### src/rtl/pipeline_pkg.sv
`default_nettype none
// ============================================================
// pipeline_pkg : shared encodings for the PC sequencer
// Rev 1.0
// ============================================================
package pipeline_pkg;

  typedef enum logic [1:0] {
    SEQ_RUN    = 2'b00,
    SEQ_HALTED = 2'b01,
    SEQ_STEP   = 2'b10
  } seq_state_e;

  typedef enum logic [1:0] {
    SEL_BRANCH = 2'd0,
    SEL_HOLD   = 2'd1,
    SEL_JUMP   = 2'd2,
    SEL_INC    = 2'd3
  } pc_sel_e;

endpackage
`default_nettype wire

### src/rtl/pc_next_mux.sv
`default_nettype none
// ============================================================
// pc_next_mux : priority next-PC select with wrapping increment
// Rev 1.0
// ============================================================
module pc_next_mux
  import pipeline_pkg::*;
#(
  parameter int PC_WIDTH = 10
) (
  input  logic [PC_WIDTH-1:0] pc_cur,
  input  logic                branch_taken,
  input  logic [PC_WIDTH-1:0] branch_target,
  input  logic                stall,
  input  logic                jump,
  input  logic [PC_WIDTH-1:0] jump_target,
  input  logic                halt_instr,
  input  logic                hold_all,
  output logic [PC_WIDTH-1:0] pc_next,
  output logic                adv
);

  localparam logic [PC_WIDTH-1:0] c_pc_one = {{(PC_WIDTH-1){1'b0}}, 1'b1};

  pc_sel_e sel;

  always_comb begin
    sel = SEL_INC;
    // Branch is the older instruction, so it beats a stall caused by younger ones.
    if (branch_taken)    sel = SEL_BRANCH;
    else if (stall)      sel = SEL_HOLD;
    else if (jump)       sel = SEL_JUMP;
    else if (halt_instr) sel = SEL_HOLD;
    if (hold_all)        sel = SEL_HOLD;
  end

  always_comb begin
    pc_next = pc_cur;
    case (sel)
      SEL_BRANCH: pc_next = branch_target;
      SEL_HOLD:   pc_next = pc_cur;
      SEL_JUMP:   pc_next = jump_target;
      default:    pc_next = pc_cur + c_pc_one;
    endcase
  end

  assign adv = (sel != SEL_HOLD);

endmodule
`default_nettype wire

### src/rtl/pc_sequencer.sv
`default_nettype none
// ============================================================
// pc_sequencer : next-PC generation, run/halt/step FSM, advance counter
// Rev 1.0
// ============================================================
module pc_sequencer
  import pipeline_pkg::*;
#(
  parameter int                  PC_WIDTH  = 10,
  parameter logic [PC_WIDTH-1:0] RESET_PC  = '0,
  parameter int                  CNT_WIDTH = 32
) (
  input  logic                 clk,
  input  logic                 rst_n,
  input  logic [PC_WIDTH-1:0]  pc_cur,
  input  logic                 stall,
  input  logic                 branch_taken,
  input  logic [PC_WIDTH-1:0]  branch_target,
  input  logic                 jump,
  input  logic [PC_WIDTH-1:0]  jump_target,
  input  logic                 halt_instr,
  input  logic                 dbg_halt_req,
  input  logic                 dbg_step_req,
  input  logic                 dbg_resume_req,
  output logic [PC_WIDTH-1:0]  pc_next,
  output logic                 pc_adv,
  output logic                 running,
  output logic                 halted,
  output logic                 step_done,
  output logic [CNT_WIDTH-1:0] adv_count
);

  seq_state_e           state_q, state_d;
  logic [CNT_WIDTH-1:0] adv_count_q, adv_count_d;
  logic                 step_done_q, step_done_d;
  logic                 running_q, running_d;
  logic                 halted_q, halted_d;

  logic [PC_WIDTH-1:0]  mux_next;
  logic                 mux_adv;
  logic                 step_complete;

  pc_next_mux #(
    .PC_WIDTH (PC_WIDTH)
  ) u_mux (
    .pc_cur        (pc_cur),
    .branch_taken  (branch_taken),
    .branch_target (branch_target),
    .stall         (stall),
    .jump          (jump),
    .jump_target   (jump_target),
    .halt_instr    (halt_instr),
    .hold_all      (state_q == SEQ_HALTED),
    .pc_next       (mux_next),
    .adv           (mux_adv)
  );

  // Reset forces RESET_PC so the PC register loads it on any edge while held.
  assign pc_next = rst_n ? mux_next : RESET_PC;
  assign pc_adv  = rst_n & mux_adv;

  // A HALT instruction ends a step unless a stall is still holding it back.
  assign step_complete = pc_adv | (halt_instr & ~stall);

  always_ff @(posedge clk or negedge rst_n) begin
    if (!rst_n) begin
      state_q     <= SEQ_RUN;
      adv_count_q <= '0;
      step_done_q <= 1'b0;
      running_q   <= 1'b1;
      halted_q    <= 1'b0;
    end else begin
      state_q     <= state_d;
      adv_count_q <= adv_count_d;
      step_done_q <= step_done_d;
      running_q   <= running_d;
      halted_q    <= halted_d;
    end
  end

  always_comb begin
    state_d = state_q;
    case (state_q)
      SEQ_RUN: begin
        if (dbg_halt_req || halt_instr) state_d = SEQ_HALTED;
      end
      SEQ_HALTED: begin
        if (dbg_resume_req)    state_d = SEQ_RUN;
        else if (dbg_step_req) state_d = SEQ_STEP;
      end
      SEQ_STEP: begin
        if (dbg_resume_req)     state_d = SEQ_RUN;
        else if (step_complete) state_d = SEQ_HALTED;
      end
      default: state_d = SEQ_RUN;
    endcase
  end

  always_comb begin
    running_d   = (state_d == SEQ_RUN);
    halted_d    = (state_d == SEQ_HALTED);
    step_done_d = (state_q == SEQ_STEP) && !dbg_resume_req && step_complete;
    adv_count_d = adv_count_q + {{(CNT_WIDTH-1){1'b0}}, pc_adv};
  end

  assign running   = running_q;
  assign halted    = halted_q;
  assign step_done = step_done_q;
  assign adv_count = adv_count_q;

endmodule
`default_nettype wire
### config.mk
export PLATFORM = sky130hd
export DESIGN_NAME = pc_sequencer
export DESIGN_NICKNAME = d
export VERILOG_FILES = /design/src/rtl/pipeline_pkg.sv /design/src/rtl/pc_next_mux.sv /design/src/rtl/pc_sequencer.sv
export SDC_FILE = /design/constraint.sdc
export NUM_CORES = 1
export LEC_CHECK = 0
export ABC_CLOCK_PERIOD_IN_PS = 3300
export BUFFER_PORTS_ARGS = -buffer_cell sky130_fd_sc_hd__buf_2
export CAP_MARGIN = 20
export CORE_ASPECT_RATIO = 1.1
export CORE_MARGIN = 3
export CORE_UTILIZATION = 28
export CTS_CLUSTER_SIZE = 12
export DETAILED_ROUTE_END_ITERATION = 6
export HOLD_SLACK_MARGIN = 0.15
export MAX_ROUTING_LAYER = met4
export PLACE_DENSITY = 0.53
export REMOVE_ABC_BUFFERS = 1
export SYNTH_ARGS = -nofsm -noshare
export SYNTH_HDL_FRONTEND = slang
export SYNTH_SLANG_ARGS = --single-unit
### constraint.sdc
create_clock -name clk -period 3.3 [get_ports clk]
set_clock_uncertainty 0.1 [all_clocks]
set_input_delay 0.33 -clock clk [delete_from_list [all_inputs] [get_ports clk]]
set_output_delay 0.33 -clock clk [all_outputs]
set_load 0.02 [all_outputs]
==> Yosys cells after proc, flatten, opt, wreduce, memory -nomap -nowiden <==
Index checks and enable logic that the tools add are counted.
{ "op_classes": {"n_eq_ne": 6, "magnitude_cmp": 0, "n_reduce_logical": 7, "n_mux": 13, "n_addsub": 2, "shifts": 0, "mul": 0, "div": 0, "n_bitwise": 4} }
{ "ops": {"columns": ["cell", "count"], "rows": [
  ["$add 32x1->32", 1],
  ["$pmux 10 s3", 1],
  ["$mux 2", 10],
  ["$add 10x1->10 const B", 1],
  ["$mux 10", 1],
  ["$eq 2x1->1 const B", 3],
  ["$logic_not 2->1", 3],
  ["$pmux 2 s3", 1],
  ["$eq 2x2->1 const B", 2],
  ["$and 1x1->1", 2],
  ["$logic_and 1x1->1", 2],
  ["$ne 2x1->1 const B", 1],
  ["$logic_not 1->1", 1],
  ["$logic_or 1x1->1", 1],
  ["$not 1->1", 1],
  ["$or 1x1->1", 1]
]} }
{ "word_totals": {"memories": 0, "input_bits": 39, "ramBits": 0, "word_cells": 37, "out_inout_bits": 46, "reg_bits": 37, "mem_bits_ro": 0, "latchBits": 0} }

==> Longest topological paths before layout <==
Gate-level depths: netlist of run 1.
{ "depth": {"word_depth": 12, "depth_mapped": 11, "mapped_depth_nobuf": 9} }

==> Hierarchy <==
From an unflattened synthesis of run 1, not the netlist that was laid out.
{ "unflattened": {"cells_unflattened": 234, "area_unflattened_um2": 2326.0} }
{ "by_module_without_submodules": {"columns": ["module", "n_inst", "cells_per_inst", "seq_area_each_um2", "area_per_inst_um2"], "rows": [
  ["pc_sequencer", 1, 158, 927.1, 1786.7],
  ["pc_next_mux", 1, 76, 0.0, 539.3]
]} }

==> Worst setup path before layout of run 1 <==
No wires, ideal clock.
{ "synth_timing": {"path_type": "register to register", "from": "register state_q[0]", "to": "register adv_count_q[22] (netlist: adv_count[22])", "path_stages_with_launch": 12, "synth_period_minus_slack_ns": 2.922, "t_arrival_ns": 2.692, "slack_ns": 0.378, "cell_sequence": "dfrtp_1 -> or2b_4 -> clkbuf_1 -> nand2_1 -> nor2_1 -> ha_1 -> ha_1 -> and4_1 -> nor3b_1 -> buf_2 -> nand4_1 -> xnor2_1"} }
{ "synth_between": {"elab_chain_cells": 5} }
{ "synth_lines": {"columns": ["element", "line_no", "text"], "rows": [
  ["start, declared", "pc_sequencer.sv:33", "seq_state_e state_q, state_d;"],
  ["start signal, assigned", "pc_sequencer.sv:73", "state_q <= state_d;"],
  ["$eq 2x1->1", "pc_sequencer.sv:53", ".hold_all (state_q == SEQ_HALTED),"],
  ["$mux 2", "pc_next_mux.sv:34", "if (hold_all) sel = SEL_HOLD;"],
  ["$ne 2x1->1", "pc_next_mux.sv:47", "assign adv = (sel != SEL_HOLD);"],
  ["$and 1x1->1", "pc_sequencer.sv:60", "assign pc_adv = rst_n & mux_adv;"],
  ["named net pc_adv", "pc_sequencer.sv:26", "output logic pc_adv,"],
  ["$add 32x1->32", "pc_sequencer.sv:103", "adv_count_d = adv_count_q + {{(CNT_WIDTH-1){1'b0}}, pc_adv};"],
  ["named net adv_count_d[22]", "pc_sequencer.sv:34", "logic [CNT_WIDTH-1:0] adv_count_q, adv_count_d;"],
  ["end signal, assigned", "pc_sequencer.sv:74", "adv_count_q <= adv_count_d;"],
  ["end, declared", "pc_sequencer.sv:34", null]
]} }
The timed path passes the listed nets, and every way through them passes these cells.

==> Final worst setup path of run 1 <==
{ "layout_timing": {"from": "register state_q[0]", "to": "output pc_next[4]"} }
{ "layout_between": {"elab_chain_cells": 5} }
{ "layout_lines": {"columns": ["element", "line_no", "text"], "rows": [
  ["$eq 2x1->1 (*)", "pc_sequencer.sv:53", null],
  ["$mux 2 (*)", "pc_next_mux.sv:34", null],
  ["$eq 2x2->1 (tied with other cells)", "pc_next_mux.sv:39", "case (sel)"],
  ["$pmux 10 s3 (*)", "pc_next_mux.sv:39", null],
  ["$mux 10 (*)", "pc_sequencer.sv:59", "assign pc_next = rst_n ? mux_next : RESET_PC;"],
  ["end, declared", "pc_sequencer.sv:25", "output logic [PC_WIDTH-1:0] pc_next,"]
]} }
Every way passes the cells marked *; elsewhere a longest branch is shown, timed or not.

==> results of run 1 <==
==> through the flow <==
step	hold slack, ns	util
floorplan	-0.0656	-
global placement	0.360	0.363
detailed placement	0.377	0.363
CTS	0.194	0.381
global route	0.221	0.381
finish	0.210	0.381
==> worst max-delay path by stage <==
| stage | endpoint | slack (ns) | cells past startpoint |
|---|---|---|---|
| floorplan | pc_next[8] | 0.22 | 4 |
| global placement | adv_count[30] | 0.70 | 11 |
| detailed placement | adv_count[30] | 0.62 | 11 |
| CTS | pc_next[4] | 0.50 | 5 |
| global route | pc_next[2] | 0.33 | 6 |
| finish | pc_next[4] | 0.50 | 5 |
==> final cells by class <==
cell class	count	area, µm²	area share
Sequential cell	37	927	0.319
Tap cell	105	131	0.0452
Inverter	15	56.3	0.0194
Multi-Input combinational cell	164	1210	0.415
Timing Repair Buffer	90	470	0.162
Clock buffer	7	86.3	0.0297
Clock inverter	1	30.0	0.0103
==> cells in the final DEF, fill, tap and decap left out, types with 6 or more instances in the layout <==
cell,n
and3_1,8
clkbuf_8,6
a311oi_1,6
xnor2_1,28
nand2_1,12
inv_1,13
buf_2,84
and2_1,6
a211oi_1,11
a41oi_1,7
dfrtp_1,36
nand4_1,11
nand3_1,14
==> state kept, by name, indices dropped and copies added (netlist names) <==
name,cells
adv_count,32
halted,1
running,1
state_q,2
step_done,1
==> critical path, delay by kind of cell (launching register included) <==
kind	cells	cell delay, ns
buffers and inverters	1	0.22
AND/OR/NAND/NOR	3	1.11
flip-flops	1	0.43
AO/OA/AOI/OAI	1	0.31
==> where the power goes <==
group / switching, mW / total [mW] / internal [mW]
Clock: 0.158 / 0.404 / 0.246
Combinational: 0.288 / 0.472 / 0.184
Sequential: 0.0549 / 0.566 / 0.511
==> metal layers <==
layer  vias to the layer above  wire (µm)  global-route usage
li1                       1023          -                   -
met1                       960       2720               0.168
met2                        62       2700               0.210
met3                         6        298              0.0270
met4                         0         55              0.0313
met5                         -          0                   -
==> logic make-up (layout without fill, tap and decap cells) <==
kind of cell,Yosys count,in the layout,synth area share
compound gates,46,46,0.155
xor+xnor,31,31,0.121
fa+ha+maj,3,3,0.0167
buf+inv,27,113,0.0540
flops,37,37,0.412
mux,3,3,0.0206
simple gates,81,81,0.220
==> results by group, run 1 <==
Status
  • Status: complete, no violations

Setup path
  • Reg-to-reg critical path endpoint: adv_count[30]
  • Worst R2R Setup Slack: 0.74 ns
  • Crit-path cells: or2b_4 > nand4_4 > or4_1 > a311oi_1 > buf_2
  • WP data arrival: 2.37 ns
  • Worst Setup Start Kind: flip-flop
  • Crit end category: primary output
  • Cells on worst reg2reg path: 10
  • Crit path max fanout: 15
  • CP peak stage delay: 0.53 ns
  • FF-to-FF Start: state_q[0]
  • Slowest cell on crit path: or4_1
  • CP Data Required Time: 2.87 ns
  • Worst setup startpoint: state_q[0]
  • Critical path class: flip-flop to primary output

STA
  • Pin slew with the least headroom to its limit: 0.603 ns
  • Slew Limit Fails: 0
  • Slew HR: 0.595
  • RSZ-0062 raised after global routing: false
  • Minimum clock period: 2.80 ns
  • Setup_tns: 0 ns
  • Tcrit/Tclk final: 0.847
  • Max Freq: 358 MHz
  • Final hold vios: 0
  • Worst Slack Setup Final: 0.505 ns
  • Setup violators final: 0

Finish
  • Fillers: 768
  • # nets final: 355
  • Area overhead of the layout relative to synthesis: 29.3%
  • Fin cells: 419
  • # diodes: 0
  • Share of layout cells above drive strength 1: 0.331
  • Final Cell Area: 0.00291 mm²

Clock network
  • CTS Buffer Depth: 2
  • Total clock buffers created by CTS: 5
  • Later-pin clock latency in the skew report: 0.28 ns
  • Post-CTS Hold Buffers: 2
  • Sink Count: 37
  • Root Driver: clkbuf_8
  • CTS tree: yes
  • Post-CTS Resized: 0
  • Clock slew at reported path FFs: 0.07 ns
  • Number of post-CTS setup repair buffers: 0
  • H-Tree Depth: 2

Yosys
  • Ys async rst share: 1.00
  • Synth top area share: 0.401
  • Leading area contributor after synthesis: dfrtp_1
  • Most frequent cell after synthesis: dfrtp_1
  • Synth Instances: 228
  • Synth unique cells: 46
  • Cell Area, Synth: 0.00225 mm²
  • Synth Warn #: 0
  • Seq/Total Area, Yosys: 0.412
  • Number of synthesized flops with an enable pin: 0
  • Top cells by area, synth: dfrtp_1 40%, xnor2_1 11%, a211oi_1 3.7%, nand3_1 3.1%, nand4_1 3.1%
  • Syn_area_per_cell: 9.86 µm²
  • Dominant synthesized flop cell: dfrtp_1
  • Commonest cells in the synthesized netlist: 36 x dfrtp_1, 28 x xnor2_1, 14 x nand3_1, 13 x inv_1, 12 x nand2_1
  • Synthesis-stage register bit count: 37

Die
  • Rows: 33
  • Core Region: 0.00764 mm²
  • Die Y-Extent: 100 µm
  • Die ar.: 0.00914 mm²
  • Initial Util: 0.294
  • DIE WIDTH: 91.4 µm
  • IO Pins: 85

Placed design
  • Place WS: 0.623 ns
  • Dpl cells: 409
  • Post-DP HPWL: 4330 µm
  • IO buf count: 84
  • Post-DP Area: 0.00277 mm²
  • GPL Wtd Cong: 0.820

Min path
  • Hold Path Class: input port to flip-flop
  • Worst hold stages: 3
  • WHS Endpoint: state_q[1]
  • Min-delay src: dbg_step_req

Routing
  • Remaining DRCs: 0
  • Initial DRC count: 88
  • Post-route ant nets: 0
  • Routed WL: 5770 µm
  • DRT Pass-1 Iters: 6
  • Routed WL per cell: 13.8 µm
  • DR vias: 2051
  • Vias per inst: 4.89

Pwr
  • Max IR drop VDD: 210 µV
  • Power consumption: 1.44 mW
  • Pleak: 1.40 nW
  • Power Density: 496 mW/mm²

Global routing
  • GRT Util Overall: 0.130
  • Initial antenna violation count: 0
  • First-pass GRT wire length: 9450 µm
  • Largest net degree at the start of global routing: 41
  • Via count of the first global-routing pass: 1929
  • Total gr overflow: 0

Job
  • Max cap viols: 0
(Power assumes the default switching activity.)
==> inputs of run 2 (changes only) <==
ABC_CLOCK_PERIOD_IN_PS = 2800   (was 3300)
clock period = 2.8 ns   (was 3.3 ns; I/O delays follow)
==> results by group, run 2 (same netlist as run 1, synthesis figures left out) <==
Status
  • Status: complete, no violations

STA
  • Final hold vios: 0 (unchanged)
  • Worst Slack Setup Final: 0.0982 ns (-0.407 ns)
  • Slew Limit Fails: 0 (unchanged)
  • Slew HR: 0.655 (+0.0598)
  • Max Freq: 370 MHz
  • Tcrit/Tclk final: 0.965
  • Minimum clock period: 2.70 ns
  • Setup violators final: 0 (unchanged)
  • Pin slew with the least headroom to its limit: 0.518 ns (-0.0856 ns)
  • Setup_tns: 0 ns (unchanged)

Routing
  • Remaining DRCs: 0 (unchanged)
  • Vias per inst: 4.95 (+1.2%)
  • Routed WL per cell: 13.8 µm (+0.41%)
  • DRT Pass-1 Iters: 4 (-2)
  • DR vias: 2125 (+3.6%)
  • Post-route ant nets: 0 (unchanged)
  • Initial DRC count: 79 (-10%)
  • Routed WL: 5930 µm (+2.8%)

Finish
  • Area overhead of the layout relative to synthesis: 33.4%
  • Final Cell Area: 0.00300 mm² (+3.1%)
  • Max reg flops: 32 (unchanged)
  • Commonest non-fill, non-tap cell in the layout: buf_2
  • # diodes: 0 (unchanged)
  • Most frequent cells in the layout: 84 x buf_2, 35 x dfrtp_1, 28 x xnor2_1, 14 x nand3_1
  • Share of layout cells above drive strength 1: 0.361 (+0.0299)
  • # nets final: 365 (+2.8%)
  • Fin cells: 429 (+2.4%)

Placed design
  • IO buf count: 84 (unchanged)
  • Post-DP HPWL: 4330 µm (about the same)
  • Dpl cells: 412 (+0.73%)
  • GPL Wtd Cong: 0.768 (-6.3%)
  • Post-DP Area: 0.00279 mm² (+0.81%)
  • Place WS: 0.336 ns (-0.287 ns)

Job
  • Max cap viols: 0 (unchanged)

Die
  • Core Region: 0.00764 mm² (unchanged)
  • IO Pins: 85 (unchanged)
  • Die ar.: 0.00914 mm² (unchanged)
  • Die Y-Extent: 100 µm (unchanged)
  • DIE WIDTH: 91.4 µm (unchanged)
  • Rows: 33 (unchanged)
  • Initial Util: 0.294 (unchanged)

Global routing
  • Total gr overflow: 0 (unchanged)
  • GRT Util Overall: 0.132 (+0.00180)
  • Largest net degree at the start of global routing: 41 (unchanged)
  • Initial antenna violation count: 0 (unchanged)
  • Via count of the first global-routing pass: 2059 (+6.7%)
  • First-pass GRT wire length: 9650 µm (+2.1%)

Setup path
  • Worst Setup Start Kind: flip-flop
  • FF-to-FF Start: state_q[0]
  • Critical path class: flip-flop to primary output
  • WP data arrival: 2.32 ns (-0.05 ns)
  • Crit end category: primary output
  • CP Data Required Time: 2.42 ns (-0.45 ns)
  • Crit path max fanout: 12 (-3)
  • Worst setup startpoint: state_q[0]

Min path
  • Hold Path Class: input port to flip-flop
  • Min-delay src: dbg_step_req

Clock network
  • H-Tree Depth: 2 (unchanged)
  • Later-pin clock latency in the skew report: 0.29 ns (about the same)
  • CTS tree: yes
  • Root Driver: clkbuf_8
  • Sink Count: 37 (unchanged)
  • Clock slew at reported path FFs: 0.07 ns (about the same)
  • CTS Buffer Depth: 2 (unchanged)
  • Total clock buffers created by CTS: 5 (unchanged)

Pwr
  • Max IR drop VDD: 224 µV (+6.4%)
  • Pleak: 1.45 nW (+3.2%)
  • Power Density: 585 mW/mm² (+18%)
-- run 2: changes by cell type in the layout (fill, tap and decap cells not counted) --
cell        change
clkbuf_1        -1
nand4_2         +1
dfrtp_1         -1
a311oi_1        -1
clkinvlp_4      +1
buf_4           +9
a311oi_2        +1
dfrtp_2         +1
-- run 2: layout make-up --
type | count | area [µm²]
Multi-Input combinational cell | 165 | 1220
Clock inverter | 2 | 37.5
Tap cell | 105 | 131
Inverter | 15 | 56.3
Timing Repair Buffer | 99 | 538
Clock buffer | 6 | 82.6
Sequential cell | 37 | 928
Fill cell | 775 | 4640
-- run 2: per-stage QoR --
step	power, mW	util	hold slack [ns]
after global routing	1.87	0.393	0.189
after floorplan	1.03	-	-0.116
after global placement	1.24	0.366	0.361
after CTS	1.75	0.384	0.151
final	1.75	0.393	0.169
after detailed placement	1.25	0.366	0.360
-- run 2: layer usage --
layer,global-route usage,up-vias,share of wire
met5,-,-,0
met4,0.0255,0,0.0066
met3,0.0262,4,0.054
met2,0.213,65,0.47
met1,0.174,1018,0.47
li1,-,1038,-
-- run 2: repair_timing --
item                                    in CTS  in global routing
hold endpoints to repair                    37                  0
hold buffers                                 2                  0
resized for setup                            0                  2
buffers inserted                             0                  6
endpoints found under the setup margin       0                  5
-- run 2: path summary, 6_finish.rpt --
| kind | to | slack [ns] | cells past startpoint |
|---|---|---|---|
| worst max-delay path | pc_next[1] | 0.1 | 7 |
| worst min-delay path | state_q[1] | 0.17 | 3 |
| worst max register to register | adv_count[30] | 0.37 | 10 |
| worst min register to register | adv_count[31] | 0.38 | 1 |
| max in group asynchronous | state_q[1] | 1.66 | 3 |
| min in group asynchronous | adv_count[4] | 0.56 | 3 |
-- run 2: worst max-delay path, cell delays in order (launching register included) --
cell and delay (ns):
dfrtp_1 0.42, or2b_4 0.31, buf_4 0.19, nand4_2 0.13, buf_4 0.14, mux4_1 0.52, and2_1 0.18, buf_2 0.16
-- run 2: where the power goes --
| group | internal [mW] | switching (mW) | total [mW] | leakage [nW] |
|---|---|---|---|---|
| sequential | 0.602 | 0.0617 | 0.664 | 0.493 |
| clock | 0.290 | 0.199 | 0.489 | 0.0574 |
| combinational | 0.246 | 0.356 | 0.601 | 0.899 |
==> inputs of run 3 (changes only) <==
CELL_PAD_IN_SITES_DETAIL_PLACEMENT = 1   (was not set)
CELL_PAD_IN_SITES_GLOBAL_PLACEMENT = 1   (was not set)
MAX_ROUTING_LAYER = not set   (was met4)
PLACE_DENSITY = 0.66   (was 0.53)
==> results by group, run 3 (same netlist as run 1, synthesis figures left out) <==
Status
  • Status: complete, no violations

Routing
  • Vias per inst: 5.05 (+2.0%)
  • Post-route ant nets: 0 (unchanged)
  • DRT Pass-1 Iters: 4 (unchanged)
  • Routed WL per cell: 15.8 µm (+15%)
  • DR vias: 2187 (+2.9%)
  • Routed WL: 6860 µm (+16%)
  • Remaining DRCs: 0 (unchanged)
  • Initial DRC count: 57 (-28%)

Die
  • Die ar.: 0.00914 mm² (unchanged)
  • DIE WIDTH: 91.4 µm (unchanged)
  • IO Pins: 85 (unchanged)
  • Core Region: 0.00764 mm² (unchanged)
  • Rows: 33 (unchanged)
  • Initial Util: 0.294 (unchanged)
  • Die Y-Extent: 100 µm (unchanged)

Global routing
  • First-pass GRT wire length: 10800 µm (+12%)
  • Initial antenna violation count: 0 (unchanged)
  • GRT Util Overall: 0.146 (+0.0140)
  • Total gr overflow: 0 (unchanged)
  • Largest net degree at the start of global routing: 37 (-9.8%)
  • Via count of the first global-routing pass: 2179 (+5.8%)

Clock network
  • H-Tree Depth: 2 (unchanged)
  • Clock slew at reported path FFs: 0.07 ns (about the same)
  • CTS tree: yes
  • CTS Buffer Depth: 2 (unchanged)
  • Later-pin clock latency in the skew report: 0.29 ns (about the same)
  • Root Driver: clkbuf_8
  • Total clock buffers created by CTS: 5 (unchanged)
  • Sink Count: 37 (unchanged)

Finish
  • Most frequent cells in the layout: 84 x buf_2, 35 x dfrtp_1, 28 x xnor2_1, 15 x buf_4, 14 x nand3_1
  • Share of layout cells above drive strength 1: 0.363 (+0.00169)
  • Max reg flops: 32 (unchanged)
  • Reg area: 928 µm² (unchanged)
  • Fin cells: 433 (+0.93%)
  • Fillers: 906 (+17%)
  • Area taken by multi-input logic gates: 0.00123 mm² (+0.20%)
  • Area overhead of the layout relative to synthesis: 34.4%
  • Final Cell Area: 0.00302 mm² (+0.75%)
  • Commonest non-fill, non-tap cell in the layout: buf_2
  • Fin util: 0.396 (+0.00295)
  • # nets final: 369 (+1.1%)
  • # diodes: 0 (unchanged)

Setup path
  • CP Data Required Time: 2.42 ns (about the same)
  • Crit path max fanout: 15 (+3)
  • Crit end category: primary output
  • Worst Setup Start Kind: flip-flop
  • Critical path class: flip-flop to primary output
  • WP data arrival: 2.30 ns (-0.02 ns)

STA
  • Minimum clock period: 2.68 ns (-0.0255 ns)
  • Slew HR: 0.699 (+0.0441)
  • Final hold vios: 0 (unchanged)
  • RSZ-0062 raised after global routing: false
  • Setup violators final: 0 (unchanged)
  • Worst Slack Setup Final: 0.124 ns (+0.0255 ns)
  • Slew Limit Fails: 0 (unchanged)
  • Max Freq: 374 MHz (+0.95%)
  • Tcrit/Tclk final: 0.956 (-0.00912)
  • Pin slew with the least headroom to its limit: 0.451 ns (-0.0662 ns)

Pwr
  • Sequential share of power: 0.402 (+0.024)
  • Sw frac: 0.373 (+0.0213)
  • Clock power frac: 0.228 (-0.051)
  • Power Density: 558 mW/mm² (-4.6%)
  • Max IR drop VDD: 176 µV (-21%)
  • Switching power: 629 µW (+2.0%)
  • Pleak: 1.46 nW (+0.44%)
  • Comb pwr share: 0.370 (+0.027)
  • Cell internal pwr: 1.06 mW (-7.0%)
  • Power consumption: 1.69 mW (-3.9%)

Placed design
  • Post-DP HPWL: 4990 µm (+15%)
  • IO buf count: 84 (unchanged)
  • GPL Wtd Cong: 0.746 (-2.8%)
  • Place WS: 0.309 ns (-0.0267 ns)
  • Post-DP Area: 0.00279 mm² (unchanged)
  • Dpl cells: 412 (unchanged)

Min path
  • Hold Path Class: input port to flip-flop

Job
  • Max cap viols: 0 (unchanged)
run 3: changes by cell type in the layout (fill, tap and decap cells not counted):
| cell | change |
|---|---|
| nand4_2 | -1 |
| a311oi_2 | -1 |
| buf_4 | +2 |
| bufinv_16 | -1 |
| clkbuf_1 | +1 |
| buf_12 | +1 |
| nand4_4 | +1 |
| buf_6 | +1 |
| a311oi_1 | +1 |
run 3: stage by stage:
stage,hold slack (ns),TNS (ns)
after global routing,0.164,0
after CTS,0.159,0
after detailed placement,0.315,0
after global placement,0.320,0
after floorplan,-0.116,-4.04
final,0.163,0
run 3: per-layer routing:
metal,routed length (µm),vias up,track usage
met1,3100,1067,0.188
li1,-,1048,-
met5,0,-,0
met2,3330,66,0.251
met4,50,0,0.0302
met3,375,6,0.0330
run 3: timing repair:
action                                  CTS  global route
endpoints found under the setup margin    1             4
gates cloned                              0             1
pin swaps                                 1             0
resized for setup                         0             3
setup buffers                             3             6
hold buffers                              3             0
endpoints found under the hold margin    37             0
run 3: final cells by class:
| class | count | share of cell area |
|---|---|---|
| Inverter | 15 | 0.0186 |
| Multi-Input combinational cell | 165 | 0.406 |
| Timing Repair Buffer | 103 | 0.193 |
| Clock inverter | 1 | 0.00248 |
| Tap cell | 105 | 0.0435 |
| Sequential cell | 37 | 0.307 |
| Clock buffer | 7 | 0.0286 |
run 3: critical path: stages (launching register included):
cell,delay (ns)
dfrtp_2,0.46
or2b_4,0.27
buf_6,0.16
nand4_4,0.11
buf_4,0.15
mux4_1,0.53
and2_1,0.18
buf_2,0.15
run 3: path summary, 6_finish.rpt:
check                      cells after the start            end           from  slack, ns
max                                            7     pc_next[1]     state_q[1]       0.12
min                                            3     state_q[1]   dbg_step_req       0.16
max reg2reg                                   10  adv_count[30]     state_q[0]       0.31
min reg2reg                                    1  adv_count[31]  adv_count[31]       0.37
max in group asynchronous                      4     state_q[1]          rst_n       1.79
min in group asynchronous                      3        running          rst_n       0.59
run 3: power by group through the flow:
stage / sequential (mW) / clock [mW] / combinational, mW
2_1_floorplan: 0.733 / 0 / 0.297
3_3_place_gp: 0.679 / 0 / 0.572
3_5_place_dp: 0.685 / 0 / 0.579
4_1_cts: 0.675 / 0.400 / 0.595
5_1_grt: 0.685 / 0.424 / 0.682
6_report: 0.677 / 0.385 / 0.624
